--- config.mk ---
export PLATFORM = sky130hd
export DESIGN_NAME = bft_stream_packetizer
export DESIGN_NICKNAME = d
export VERILOG_FILES = /design/src/rtl/bft_stream_packetizer.sv
export SDC_FILE = /design/constraint.sdc
export NUM_CORES = 1
export LEC_CHECK = 0
export BUFFER_PORTS_ARGS = -buffer_cell sky130_fd_sc_hd__buf_2
export CAP_MARGIN = 20
export CORE_ASPECT_RATIO = 0.7
export CORE_MARGIN = 2
export CORE_UTILIZATION = 40
export DETAILED_ROUTE_END_ITERATION = 7
export GPL_ROUTABILITY_DRIVEN = 0
export PLACE_DENSITY_LB_ADDON = 0.05
export SLEW_MARGIN = 10
export SYNTH_ARGS = -nofsm -noshare
export SYNTH_HDL_FRONTEND = slang
export SYNTH_SLANG_ARGS = --single-unit
export TNS_END_PERCENT = 5
--- constraint.sdc ---
create_clock -name clk -period 3.5 [get_ports clk]
set_clock_uncertainty 0.1 [all_clocks]
set_input_delay 0.525 -clock clk [delete_from_list [all_inputs] [get_ports clk]]
set_output_delay 0.525 -clock clk [all_outputs]
set_load 0.1 [all_outputs]
--- src/rtl/bft_stream_packetizer.sv ---
// bft_stream_packetizer: transmit-side BFT endpoint.
// Packs a 32-bit valid/ready user stream into 49-bit BFT data packets aimed
// at a fixed leaf/port. Packets are sent only while remote receive slots
// (credits) remain. Freespace-update packets from the BFT return credits.
// A packet rejected by the network with resend is driven again.
// Optional feature macro: BFT_PKT_CNT_EN adds pkt_count and resend_count.
module bft_stream_packetizer #(
  parameter int PACKET_BITS        = 49,
  parameter int PAYLOAD_BITS       = 32,
  parameter int NUM_LEAF_BITS      = 4,
  parameter int NUM_PORT_BITS      = 4,
  parameter int NUM_BRAM_ADDR_BITS = 7,
  parameter logic [NUM_LEAF_BITS-1:0] DEST_LEAF = 4'd1,
  parameter logic [NUM_PORT_BITS-1:0] DEST_PORT = 4'd2,
  parameter logic [NUM_PORT_BITS-1:0] SELF_PORT = 4'd1
) (
  input  logic                          clk,
  input  logic                          reset,
  input  logic [PACKET_BITS-1:0]        din_leaf_bft2interface,
  output logic [PACKET_BITS-1:0]        dout_leaf_interface2bft,
  input  logic                          resend,
  input  logic [PAYLOAD_BITS-1:0]       s_tdata,
  input  logic                          s_tvalid,
  output logic                          s_tready,
  output logic [NUM_BRAM_ADDR_BITS:0]   credits,
  output logic                          credit_err
`ifdef BFT_PKT_CNT_EN
  ,
  output logic [31:0]                   pkt_count,
  output logic [15:0]                   resend_count
`endif
);

  // Credit counter spans 0..2^NUM_BRAM_ADDR_BITS, so it needs one extra bit.
  localparam int CW     = NUM_BRAM_ADDR_BITS + 1;
  localparam int RET_W  = 8;
  localparam int SUM_W  = ((CW > RET_W) ? CW : RET_W) + 1;
  localparam logic [CW-1:0] MAX_CREDITS = CW'(1) << NUM_BRAM_ADDR_BITS;

  // Field positions inside a packet.
  localparam int FLAG_BIT  = PAYLOAD_BITS + NUM_BRAM_ADDR_BITS;
  localparam int PORT_LSB  = FLAG_BIT + 1;
  localparam int VALID_BIT = PACKET_BITS - 1;

  logic [PACKET_BITS-1:0]        dout_q, dout_d;
  logic [CW-1:0]                 credits_q, credits_d;
  logic [NUM_BRAM_ADDR_BITS-1:0] wr_ptr_q, wr_ptr_d;
  logic                          credit_err_q, credit_err_d;

  logic             hold;
  logic             accept;
  logic             credit_pkt;
  logic [RET_W-1:0] credit_ret;
  logic [SUM_W-1:0] credit_sum;

  // Leaf, slot and upper payload bits of incoming packets carry nothing for us.
  logic unused_din;
  assign unused_din = ^{din_leaf_bft2interface[VALID_BIT-1:PORT_LSB+NUM_PORT_BITS],
                        din_leaf_bft2interface[FLAG_BIT-1:PAYLOAD_BITS],
                        din_leaf_bft2interface[PAYLOAD_BITS-1:RET_W]};

  // The packet on dout stays put while the network deflects it.
  assign hold     = dout_q[VALID_BIT] && resend;
  assign s_tready = (credits_q != '0) && !hold;
  assign accept   = s_tvalid && s_tready;

  // Only valid credit-flagged packets addressed to our port return credits.
  assign credit_pkt = din_leaf_bft2interface[VALID_BIT] &&
                      din_leaf_bft2interface[FLAG_BIT] &&
                      (din_leaf_bft2interface[PORT_LSB +: NUM_PORT_BITS] == SELF_PORT);
  assign credit_ret = credit_pkt ? din_leaf_bft2interface[RET_W-1:0] : '0;

  // Next-state logic for the outgoing packet, slot pointer and credit pool.
  always_comb begin
    // NOTE: every signal driven here gets a default first so no latch is inferred.
    dout_d       = '0;
    wr_ptr_d     = wr_ptr_q;
    credit_err_d = credit_err_q;
    credit_sum   = SUM_W'(credits_q) - SUM_W'(accept) + SUM_W'(credit_ret);
    credits_d    = credit_sum[CW-1:0];

    if (hold) begin
      dout_d = dout_q;
    end else if (accept) begin
      dout_d   = {1'b1, DEST_LEAF, DEST_PORT, 1'b0, wr_ptr_q, s_tdata};
      wr_ptr_d = wr_ptr_q + 1'b1;
    end

    // Returning more slots than exist means the remote side lost sync.
    if (credit_sum > SUM_W'(MAX_CREDITS)) begin
      credits_d    = MAX_CREDITS;
      credit_err_d = 1'b1;
    end
  end

  // Registered packet output and credit state.
  always_ff @(posedge clk or posedge reset) begin
    if (reset) begin
      dout_q       <= '0;
      credits_q    <= MAX_CREDITS;
      wr_ptr_q     <= '0;
      credit_err_q <= 1'b0;
    end else begin
      // NOTE: non-blocking assignments keep all flops updating from pre-edge values.
      dout_q       <= dout_d;
      credits_q    <= credits_d;
      wr_ptr_q     <= wr_ptr_d;
      credit_err_q <= credit_err_d;
    end
  end

  assign dout_leaf_interface2bft = dout_q;
  assign credits                 = credits_q;
  assign credit_err              = credit_err_q;

`ifdef BFT_PKT_CNT_EN
  logic [31:0] pkt_count_q, pkt_count_d;
  logic [15:0] resend_count_q, resend_count_d;

  // Accepted-word counter wraps; hold-cycle counter saturates.
  always_comb begin
    pkt_count_d    = pkt_count_q + 32'(accept);
    resend_count_d = resend_count_q;
    if (hold && (resend_count_q != 16'hFFFF)) begin
      resend_count_d = resend_count_q + 16'd1;
    end
  end

  // Statistics counters.
  always_ff @(posedge clk or posedge reset) begin
    if (reset) begin
      pkt_count_q    <= '0;
      resend_count_q <= '0;
    end else begin
      pkt_count_q    <= pkt_count_d;
      resend_count_q <= resend_count_d;
    end
  end

  assign pkt_count    = pkt_count_q;
  assign resend_count = resend_count_q;
`endif

endmodule

==> run metrics <==
status complete, no violations; Inserted Clock Buffers 5; initial core utilization 42.2%; Post-Synth Simple-Gate Area 9.37%; CP Class flip-flop to flip-flop; Layout Area Growth over Synthesis 30.7%; share of the clock period used by the worst path 95.3%; worst r2r src credits[1]; LEAKAGE 1.87 nW; multiplexer share of the synthesized area 0.420%; CTS H-tree depth 2; minimum clock period after layout 3.33 ns; CTS tree yes; Peak Freq 0.300 GHz; max-slew violation count 0; vias in the first global route 1995; leading area contributor after synthesis dfrtp_1; Commonest cells post-synth 55 x dfrtp_1, 39 x a22o_1, 27 x inv_1, 17 x ha_1, 14 x nand2_1; Comb power frac 64.6%; initial antenna violation count 0; FF-to-FF End credit_err; Synth Flop Type dfrtp_1; Setup crit start kind flip-flop; hold-fix buffers at CTS 0; die area 7390 um2; P_int 0.00164 W; Seq/Total Area, Yosys 52.3%; Vias 2090; post-detail-place hpwl 4560 um; Synth Instances 239; Tightest Hold Check Type input port to asynchronous set/reset pin; DRC viols 0; Reg clk slew, reported paths 0.09 ns; Synth Warn # 0; Die H 72.5 um; global-route wire length before repair 9670 um; nature of the critical path endpoint flip-flop; total power 0.00370 W; diodes inserted 0; reg2reg path depth 14; Data required, critical path 3.58 ns; Syn Std Cell Area 2680 um2; Synth Register Bits 56; XOR/XNOR share of the synthesized area 3.59%; share of cells above drive strength 1 42.7%; Synth Area in Compound Gates 17.4%; Horiz. Die Dim 102 um; worst setup path start credits[1]; Max clock buf depth 2; DR WL/cell 14.0 um; Fin. Hold Viols 0; Net count, final 451; NetSw 0.00207 W; max-cap violation count 0; I/O Pins 144; Reg power frac 25.9%; pwr dens 1050 nW/um2; clock root buffer clkbuf_8; # port buffers 101; clock sink count 56; largest net degree at the start of global routing 48; Async SR Flop Fraction 100%; Core Box Area 6370 um2; # setup viols final 0; 1st-iter DRT viols 85; post-synth top area share 51.3%; main combinational cell family by area after synthesis compound AO/OA/AOI/OAI gates; R2R setup slack 0.17 ns; total gr overflow 0; Rows 24; clock share of power 9.5%; Final ANT Viol Nets 0; Post-Route Utilization 55.1%; drt pass-1 iters 4; most common cell in the netlist dfrtp_1; Vias/cell 4.75; worst vdd ir 549 uV; Clock Latency Late Sink 0.30 ns; post-synthesis adder-cell area fraction 8.67%; switching portion of total power 55.8%; CP endpoint credit_err; Setup WS post-layout 0.166 ns; Yosys cell types 39; Crit Path Max Fanout 3; setup slack at placement -0.0427 ns; Synth area leaders dfrtp_1 51%, a22o_1 13%, ha_1 7.9%; Post-synth EDFFs 0; total track usage 16.8%; Syn Area/Cell 11.2 um2; WL final 6170 um; CP arrival 3.42 ns
-- power by group through the flow --
stage	Clock (W)	Combinational [W]	Sequential, W
6_report	0.000351	0.00239	0.000960
5_1_grt	0.000395	0.00255	0.000984
4_1_cts	0.000371	0.00237	0.000953
3_5_place_dp	0	0.00236	0.000965
3_3_place_gp	0	0.00235	0.000961
2_1_floorplan	0	0.000962	0.00192
-- area by class of cell --
class	count	area (um2)
fillers	585	2860
flip-flops and latches	56	1420
multi-input cells	142	1160
repair buffers	116	618
well taps	91	114
inverters	27	101
clock buffers	7	86.3
clock inverters	1	7.51
-- placed cells by master (no fill, tap or decap), types with 4 or more instances in the layout --
cell      synthesis  routed
a21oi_1           6       5
a22o_1           39      39
buf_2             4     101
buf_4            10      15
clkbuf_8          0       6
conb_1            1       7
dfrtp_1          55      47
dfrtp_2           0       8
ha_1             17      15
inv_1            27      25
nand2_1          14      14
nand3_1           4       4
nor2_1            6       6
nor3_1            5       5
xnor2_1           7       6
-- layer usage --
metal,wire (um),vias to the layer above,GRT usage (%)
met5,0,-,0
met4,63,0,4.30
li1,-,1033,-
met3,471,6,4.14
met1,3200,969,25.9
met2,2430,82,23.6
-- kinds of logic (layout without fill, tap and decap cells) --
group	after synthesis	after routing
buffers and inverters	47	151
AO/OA/AOI/OAI	57	57
other	1	7
AND/OR/NAND/NOR	48	48
XOR/XNOR	11	11
flip-flops	56	56
adder cells (fa/ha/maj)	18	18
multiplexers	1	1
-- state kept, by name, indices dropped and copies added, names as in the netlist --
signal / flops
credits: 8
credit_err: 1
wr_ptr_q: 7
dout_leaf_interface2bft: 40
-- timing repair --
action	4_1_cts	5_1_grt
gates resized for setup	0	4
setup buffers	0	0
hold endpoints to repair	0	0
setup endpoints to repair	0	7
-- per-stage QoR --
step                setup TNS (ns)  instances  instance area [um2]  hold WS [ns]
floorplan                    -2.50        245                 2790         0.346
global placement           -0.0561        432                 3380         0.370
detailed placement         -0.0427        432                 3380         0.382
CTS                              0        440                 3480        0.0812
global route              -0.00427        440                 3510         0.111
finish                           0        440                 3510        0.0881
-- worst max-delay path, stage by stage, from the launching register on --
cell and delay (ns):
dfrtp_2 0.43, nor4_2 0.26, buf_4 0.17, a21oi_4 0.05, and2_4 0.16, ha_4 0.26
inv_2 0.04, ha_4 0.15, fa_2 0.38, a21oi_1 0.17, or2_1 0.16, nand2_1 0.06
and3_1 0.20, o31a_1 0.32, or3_1 0.30
-- worst min path at each step --
stage                      from                    endpoint  slack [ns]  cells past startpoint
global route              reset  dout_leaf_interface2bft[2]        0.11                      2
finish                    reset  dout_leaf_interface2bft[9]        0.09                      2
detailed placement  wr_ptr_q[6]                 wr_ptr_q[6]        0.38                      1
CTS                       reset  dout_leaf_interface2bft[2]        0.08                      2
global placement    wr_ptr_q[6]                 wr_ptr_q[6]        0.37                      1
floorplan           wr_ptr_q[6]                 wr_ptr_q[6]        0.35                      1
Note: power is estimated with default switching activity, not from simulation.
